**src/rtl/sample_trigger_sequencer.sv**
```systemverilog
// sample_trigger_sequencer
// Per-channel trigger sequencer for the sample discriminator.
// Each RX channel selects an analog and/or digital trigger source, waits a
// programmable delay, then holds a save-enable window open for a programmable
// holdoff (extended on retrigger). One timestamp is emitted per window, taken
// from the free-running sample counter at the trigger cycle.

module sample_trigger_sequencer #(
  parameter int unsigned CHANNELS        = 8,
  parameter int unsigned TX_CHANNELS     = 8,
  parameter int unsigned COUNT_WIDTH     = 32,
  parameter int unsigned TIMESTAMP_WIDTH = 48,
  localparam int unsigned ASRC_WIDTH     = (CHANNELS > 1) ? $clog2(CHANNELS) : 1,
  localparam int unsigned DSRC_WIDTH     = (TX_CHANNELS > 1) ? $clog2(TX_CHANNELS) : 1
) (
  input  logic                                adc_clk,
  input  logic                                adc_reset_n,
  input  logic                                adc_reset_state,
  input  logic [CHANNELS-1:0]                 adc_analog_event,
  input  logic [TX_CHANNELS-1:0]              adc_digital_trigger_in,
  input  logic [CHANNELS-1:0]                 adc_analog_trigger_enable,
  input  logic [CHANNELS-1:0]                 adc_digital_trigger_enable,
  input  logic [CHANNELS*ASRC_WIDTH-1:0]      adc_analog_trigger_source,
  input  logic [CHANNELS*DSRC_WIDTH-1:0]      adc_digital_trigger_source,
  input  logic [CHANNELS*COUNT_WIDTH-1:0]     adc_delay,
  input  logic [CHANNELS*COUNT_WIDTH-1:0]     adc_holdoff,
  output logic [CHANNELS-1:0]                 adc_save_enable,
  output logic [CHANNELS-1:0]                 adc_timestamp_valid,
  output logic [CHANNELS*TIMESTAMP_WIDTH-1:0] adc_timestamp,
  output logic [TIMESTAMP_WIDTH-1:0]          adc_sample_count
);

  typedef enum logic [1:0] {
    ST_IDLE   = 2'd0,
    ST_DELAY  = 2'd1,
    ST_ACTIVE = 2'd2
  } seq_state_t;

  logic [TIMESTAMP_WIDTH-1:0] sample_count;

  // Free-running sample counter shared by every channel; wraps naturally
  always_ff @(posedge adc_clk or negedge adc_reset_n) begin
    if (!adc_reset_n) begin
      sample_count <= '0;
    end else if (adc_reset_state) begin
      sample_count <= '0;
    end else begin
      sample_count <= sample_count + TIMESTAMP_WIDTH'(1);
    end
  end

  assign adc_sample_count = sample_count;

  for (genvar c = 0; c < CHANNELS; c++) begin : g_ch
    logic [ASRC_WIDTH-1:0]      analog_src;
    logic [DSRC_WIDTH-1:0]      digital_src;
    logic [COUNT_WIDTH-1:0]     delay_cfg;
    logic [COUNT_WIDTH-1:0]     holdoff_cfg;
    logic                       trig;

    seq_state_t                 state;
    logic [COUNT_WIDTH-1:0]     count;
    logic [TIMESTAMP_WIDTH-1:0] ts_capture;
    logic                       save_en_q;
    logic                       ts_valid_q;
    logic [TIMESTAMP_WIDTH-1:0] ts_q;

    assign analog_src  = adc_analog_trigger_source[c*ASRC_WIDTH +: ASRC_WIDTH];
    assign digital_src = adc_digital_trigger_source[c*DSRC_WIDTH +: DSRC_WIDTH];
    assign delay_cfg   = adc_delay[c*COUNT_WIDTH +: COUNT_WIDTH];
    assign holdoff_cfg = adc_holdoff[c*COUNT_WIDTH +: COUNT_WIDTH];

    // Source selection: either enabled path can fire the channel
    assign trig = (adc_analog_trigger_enable[c]  & adc_analog_event[analog_src]) |
                  (adc_digital_trigger_enable[c] & adc_digital_trigger_in[digital_src]);

    // Channel sequencer: IDLE -> (DELAY) -> ACTIVE window with retrigger extension
    always_ff @(posedge adc_clk or negedge adc_reset_n) begin
      if (!adc_reset_n) begin
        state      <= ST_IDLE;
        count      <= '0;
        ts_capture <= '0;
        save_en_q  <= 1'b0;
        ts_valid_q <= 1'b0;
        ts_q       <= '0;
      end else if (adc_reset_state) begin
        state      <= ST_IDLE;
        count      <= '0;
        ts_capture <= '0;
        save_en_q  <= 1'b0;
        ts_valid_q <= 1'b0;
        ts_q       <= '0;
      end else begin
        ts_valid_q <= 1'b0;
        case (state)
          ST_IDLE: begin
            if (trig) begin
              ts_capture <= sample_count;
              if (delay_cfg == '0) begin
                // Zero delay: open the window on the very next cycle
                state      <= ST_ACTIVE;
                count      <= holdoff_cfg;
                save_en_q  <= 1'b1;
                ts_valid_q <= 1'b1;
                ts_q       <= sample_count;
              end else begin
                state <= ST_DELAY;
                count <= delay_cfg;
              end
            end
          end
          ST_DELAY: begin
            // Triggers are deliberately ignored while the delay runs out
            if (count == COUNT_WIDTH'(1)) begin
              state      <= ST_ACTIVE;
              count      <= holdoff_cfg;
              save_en_q  <= 1'b1;
              ts_valid_q <= 1'b1;
              ts_q       <= ts_capture;
            end else begin
              count <= count - COUNT_WIDTH'(1);
            end
          end
          ST_ACTIVE: begin
            if (trig) begin
              // Retrigger extends the window without a new timestamp
              count <= holdoff_cfg;
            end else if (count == '0) begin
              state     <= ST_IDLE;
              save_en_q <= 1'b0;
            end else begin
              count <= count - COUNT_WIDTH'(1);
            end
          end
          default: begin
            state     <= ST_IDLE;
            count     <= '0;
            save_en_q <= 1'b0;
          end
        endcase
      end
    end

    assign adc_save_enable[c]                                  = save_en_q;
    assign adc_timestamp_valid[c]                              = ts_valid_q;
    assign adc_timestamp[c*TIMESTAMP_WIDTH +: TIMESTAMP_WIDTH] = ts_q;
  end

endmodule

```
**config.mk**
```make
export PLATFORM = sky130hd
export DESIGN_NAME = sample_trigger_sequencer
export DESIGN_NICKNAME = d
export VERILOG_FILES = /design/src/rtl/sample_trigger_sequencer.sv
export SDC_FILE = /design/constraint.sdc
export NUM_CORES = 2
export LEC_CHECK = 0
export CAP_MARGIN = 5
export CORE_AREA = 2 2 403 405
export DETAILED_ROUTE_END_ITERATION = 7
export DIE_AREA = 0 0 405 407
export GPL_TIMING_DRIVEN = 0
export PLACE_DENSITY = 0.64
export SLEW_MARGIN = 20
export SYNTH_ARGS = -nofsm -noshare
export SYNTH_HDL_FRONTEND = slang
export SYNTH_SLANG_ARGS = --single-unit
```
**constraint.sdc**
```tcl
create_clock -name adc_clk -period 6.1 [get_ports adc_clk]
set_input_delay 0.915 -clock adc_clk [delete_from_list [all_inputs] [get_ports adc_clk]]
set_output_delay 0.915 -clock adc_clk [all_outputs]
set_load 0.02 [all_outputs]
```
-- Yosys cells after proc, flatten, opt, wreduce, memory -nomap -nowiden
Cells that the tools add are included.
- reduce and logical (&&, ||, !) cells: 88
- bitwise gates (word level): 24
- add/sub/neg operators: 9
- mux-type cells: 305
- equal/unequal tests: 72
- order comparisons: 16
- operator list (operator ; number):
    48-bit two-way mux ; 57
    32-bit two-way mux ; 48
    32-bit case mux with 3 select lines ; 8
    48-bit case mux with 2 select lines ; 8
    32-bit zero test ; 16
    32-bit by 1-bit == test with 1-bit output (second input constant) ; 8
    32-bit by 1-bit subtractor with 32-bit output (second input constant) ; 8
    3-bit inequality test (second input constant) ; 40
    1-bit two-way mux ; 96
    2-bit two-way mux ; 48
    3-bit by 4-bit < comparator with 1-bit output (second input constant) ; 16
    4-bit AND reduction ; 16
    48-bit by 1-bit adder with 48-bit output (second input constant) ; 1
    1-bit binary-select mux with 3-bit select ; 16
    2-bit case mux with 3 select lines ; 8
    5-bit AND reduction ; 8
    4-bit inequality test (second input constant) ; 8
    2-bit AND reduction ; 16
    2-bit nonzero test ; 16
    1-bit case mux with 3 select lines ; 8
    3-bit nonzero test ; 8
    1-bit bitwise AND ; 16
    2-bit by 1-bit == test with 1-bit output (second input constant) ; 8
    2-bit == test (second input constant) ; 8
    other kinds (3) ; 24
- word-level logic and storage cells: 563
- bits in registers: 1104
- output and inout bits: 448

-- Depth between registers and ports, before layout
- depth after elaboration: 7
- mapped depth: 11

-- Worst setup path after synthesis
OpenSTA, ideal clock, no wires.
- kind: input port to flip-flop
- from: input adc_digital_trigger_source[22]
- to: register g_ch[7].count[29]
- stages on the path: 8
- path slack: 2.852 ns
- setup time: 0.083 ns
- path buffers: 1
- data arrival time: 3.165 ns
- cells stage by stage: mux4_2 mux2_2 a22o_1 a311o_1 a21oi_2 clkbuf_1 a21oi_1 o22ai_1
- word-level cells in the longest chain between the ends: 7
- elaborated cells on any way between the ends: 10
- RTL lines (what ; line ; source):
    start, declared ; 24 ; input logic [CHANNELS*DSRC_WIDTH-1:0] adc_digital_trigger_source,
    1-bit binary-select mux with 3-bit select * ; 75 ; (adc_digital_trigger_enable[c] & adc_digital_trigger_in[digital_src]);
    1-bit two-way mux (implied by the code) * ; 75 ;
    1-bit bitwise AND * ; 75 ;
    1-bit bitwise OR * ; 74 ; assign trig = (adc_analog_trigger_enable[c] & adc_analog_event[analog_src]) |
    32-bit two-way mux ; 125 ; if (trig) begin
    32-bit case mux with 3 select lines ; 95 ; case (state)
    32-bit two-way mux ; 86 ; end else if (adc_reset_state) begin
    end signal, assigned ; 102 ; count <= holdoff_cfg;
    end signal, assigned ; 127 ; count <= holdoff_cfg;
    end signal, assigned ; 132 ; count <= count - COUNT_WIDTH'(1);
    end, declared ; 62 ; logic [COUNT_WIDTH-1:0] count;
Mark *: on every way between the ends. The rest lies on a longest branch, timed or not. The select of a mux whose other input is x is not followed.
A chain may end at the register's enable or synchronous reset.

-- Worst setup path after layout
- from: input adc_reset_state
- to: register sample_count[41] (netlist: adc_sample_count[41])
- word-level cells in the longest chain between the ends: 1
- RTL lines (what ; line ; source):
    start, declared ; 18 ; input logic adc_reset_state,
    48-bit two-way mux ; 45 ; end else if (adc_reset_state) begin
    end signal, assigned ; 48 ; sample_count <= sample_count + TIMESTAMP_WIDTH'(1);
    end, declared ; 39 ; logic [TIMESTAMP_WIDTH-1:0] sample_count;
No other way between the ends.

==> impl_metrics.toml <==
[status]
status = "finished with violations"
violations = "design-rule violations"

[clock_network]
cts_tree = "built"
postCtsHoldBufs = 0
clock_latency_ns = 0.78
cts_setup_buffers = 0
cts_resized = 0
cts_buffers = 134
clk_transition_reported_paths_ns = 0.06
clock_sinks = 1104
clock_path_buffers = 3
clk_root_buffer_cell = "clkbuf_16"
h-tree-depth = 4

[die]
io_pins = 1043
die_y_um = 407
die_w_um = 405
die_area_um2 = 165000
core_area_um2 = 160000
rows = 147
initial_core_util_pct = 35.4

[timing]
tightest_slew_ns = 1.19
setup_viol = 0
rsz0062_at_grt = "no"
fin_crit_ns = 5.21
fin_ws_ns = 0.890
hold_viol = 0
fin_crit_sh_pct = 85.4
max_freq_ghz = 0.192
fin_setup_tns_ns = 0
max_slew_margin_pct = 20.6
fin_skew_ns = 0.0295
slew_violations = 0

[critical_path]
cp_max_fo = 10
required_ns = 6.70
criticalPathCategory = "input port to register"
startpoint_type = "input port"
cp-end-kind = "register"
cp.arrival_ns = 5.81
rr_worst_depth = 8

[drt]
firstDrtPassIters = 8
routed_via_density = 5.89
ant_nets = 0
drt-total-wl_um = 277000
post-route-drc-count = 1
vias = 56800
first_iter_violations = 5406
wire_per_inst_um = 28.7

[cells_and_area]
drive_above_1_share_pct = 5.58
fin_cells = 9646
fillCellCount = 15500
fin_nets = 7992
area_growth_pct = 31.9

[synthesis]
yosys_warnings = 0
synth_most_common_cell = "dfrtp_1"
ys_seq_area_share_pct = 48.7
syn_avg_cell_area_um2 = 9.19
syn_inst = 6175
async_flop_share_pct = 100
syn_nets = 6795
yosysUniqueCellTypes = 93
synth_area_um2 = 56700
synth_common_cells = "dfrtp_1 (1,104), nand2_1 (973), nor2_1 (621)"
synthTopCellsByArea = "dfrtp_1 (49%), nand2_1 (6.4%), mux2i_1 (5.7%), nor2_1 (4.1%), o21ai_0 (4.0%)"
ys.flop_type = "dfrtp_1"
ys_seq_elements = 1104
synth_top_area_share_pct = 48.7
synth-edff-count = 0
synth_top_area_cell = "dfrtp_1"

[placement]
dpl.hpwl_um = 216000
pre_cts_slack_ns = 0.0566
place_inst = 9396
place.gp.congestion = 0.989
numPortBuffers = 1042

[global_routing]
overflow = 0
antenna_found_initial = 20
grt_max_degree = 139
first_global_vias = 55900
grt_pass1_wl_um = 393000
track_usage_pct = 32.6

[pwr]
leakage_nw = 29.1
worst_ir_drop_vdd_uv = 321
power.density_nw_per_um2 = 293

[hold_path]
min_path_type = "input port to async pin"

[run]
max-cap-violations = 0
-- cell type report --
type / instances / area (um^2) / area share (%)
diodes: 12 / 30.0 / 0.0401
plain buffers: 530 / 2170 / 2.90
clock buffers: 196 / 3920 / 5.24
clock inverters: 42 / 536 / 0.715
inverters: 107 / 402 / 0.536
multi-input cells: 4434 / 26600 / 35.6
flip-flops and latches: 1104 / 27600 / 36.9
well taps: 2160 / 2700 / 3.61
repair buffers: 1061 / 10800 / 14.5
-- where the power goes --
part / internal [W] / total [W] / leakage (nW) / switching, W
sequential: 0.00771 / 0.00815 / 15.2 / 0.000438
combinational: 0.00194 / 0.00565 / 11.7 / 0.00371
clock: 0.00475 / 0.00818 / 2.19 / 0.00343
-- cells in the final DEF, fill, tap and decap left out, types with 33 or more instances in the layout --
master           netlist  layout
nand3_1               78      78
xor2_1                61      61
a311oi_1              92      92
o22ai_1               83      83
or3_1                 56      56
o31ai_1               67      67
nand4_1               48      48
a211oi_1             210     210
clkbuf_16              0     137
or4_1                 36      36
clkbuf_1             423     443
o21ai_0              458     458
a222oi_1              52      52
inv_1                103     103
a221oi_1             126     126
nor2_1               621     618
mux2i_1              325     325
nor3_1               158     152
a22oi_1               96      96
a21oi_1              298     293
dfrtp_1             1104    1104
clkdlybuf4s50_1        0    1041
nand2_1              973     973
buf_1                 48      45
nor4_1               158     155
buf_2                 28      33
-- metrics by stage --
step | hold slack [ns] | utilization, % | total power [W] | cell area [um^2]
after floorplan | 0.448 | - | 0.0114 | 56700
after global placement | 0.461 | 43.6 | 0.0137 | 69900
after detailed placement | 0.470 | 43.9 | 0.0138 | 70400
after CTS | 0.0400 | 46.7 | 0.0220 | 74800
after global routing | 0.0528 | 46.7 | 0.0228 | 74900
final | 0.0395 | 46.7 | 0.0220 | 74900
-- flip-flops by register name, indices dropped and copies added (netlist names) --
name              flops
g_ch.ts_valid_q       8
g_ch.ts_capture     384
g_ch.state           16
g_ch.save_en_q        8
g_ch.count          256
adc_sample_count     48
g_ch.ts_q           384
-- path summary, 6_finish.rpt --
| check | to | slack [ns] | from |
|---|---|---|---|
| worst max-delay path | adc_sample_count[41] | 0.89 | adc_reset_state |
| worst min-delay path | g_ch[1].ts_q[22] | 0.04 | adc_reset_n |
| worst max register to register | g_ch[7].ts_q[46] | 1.64 | g_ch[7].count[28] |
| worst min register to register | g_ch[5].ts_capture[14] | 0.48 | g_ch[5].ts_capture[14] |
| max in group asynchronous | g_ch[3].count[10] | 3.92 | adc_reset_n |
| min in group adc_clk | g_ch[5].ts_capture[14] | 0.48 | g_ch[5].ts_capture[14] |
-- worst max-delay path: stages --
cell	delay [ns]
clkdlybuf4s50_1	0.64
clkbuf_2	0.55
buf_2	0.58
buf_2	0.62
clkbuf_2	0.43
buf_16	0.20
clkbuf_1	0.77
clkbuf_1	0.91
a21oi_1	0.09
-- cells by family after synthesis --
logic type | synth area share, %
xor gates and xnor gates | 1.34
adders and majority gates | 0.551
muxes | 7.16
DFF | 48.7
and+or+nand+nor | 17.8
AOI/OAI and AO/OA | 19.9
buffers and inverters | 4.50
-- layer usage --
| metal | GRT usage [%] | wire length (um) | up-vias |
|---|---|---|---|
| met2 | 50.8 | 124000 | 2812 |
| met3 | 8.55 | 25300 | 606 |
| met1 | 40.2 | 108000 | 28400 |
| li1 | - | - | 25000 |
| met4 | 20.5 | 19600 | 6 |
| met5 | 0 | 40 | - |
No activity file was read; power rests on OpenSTA's default activity.
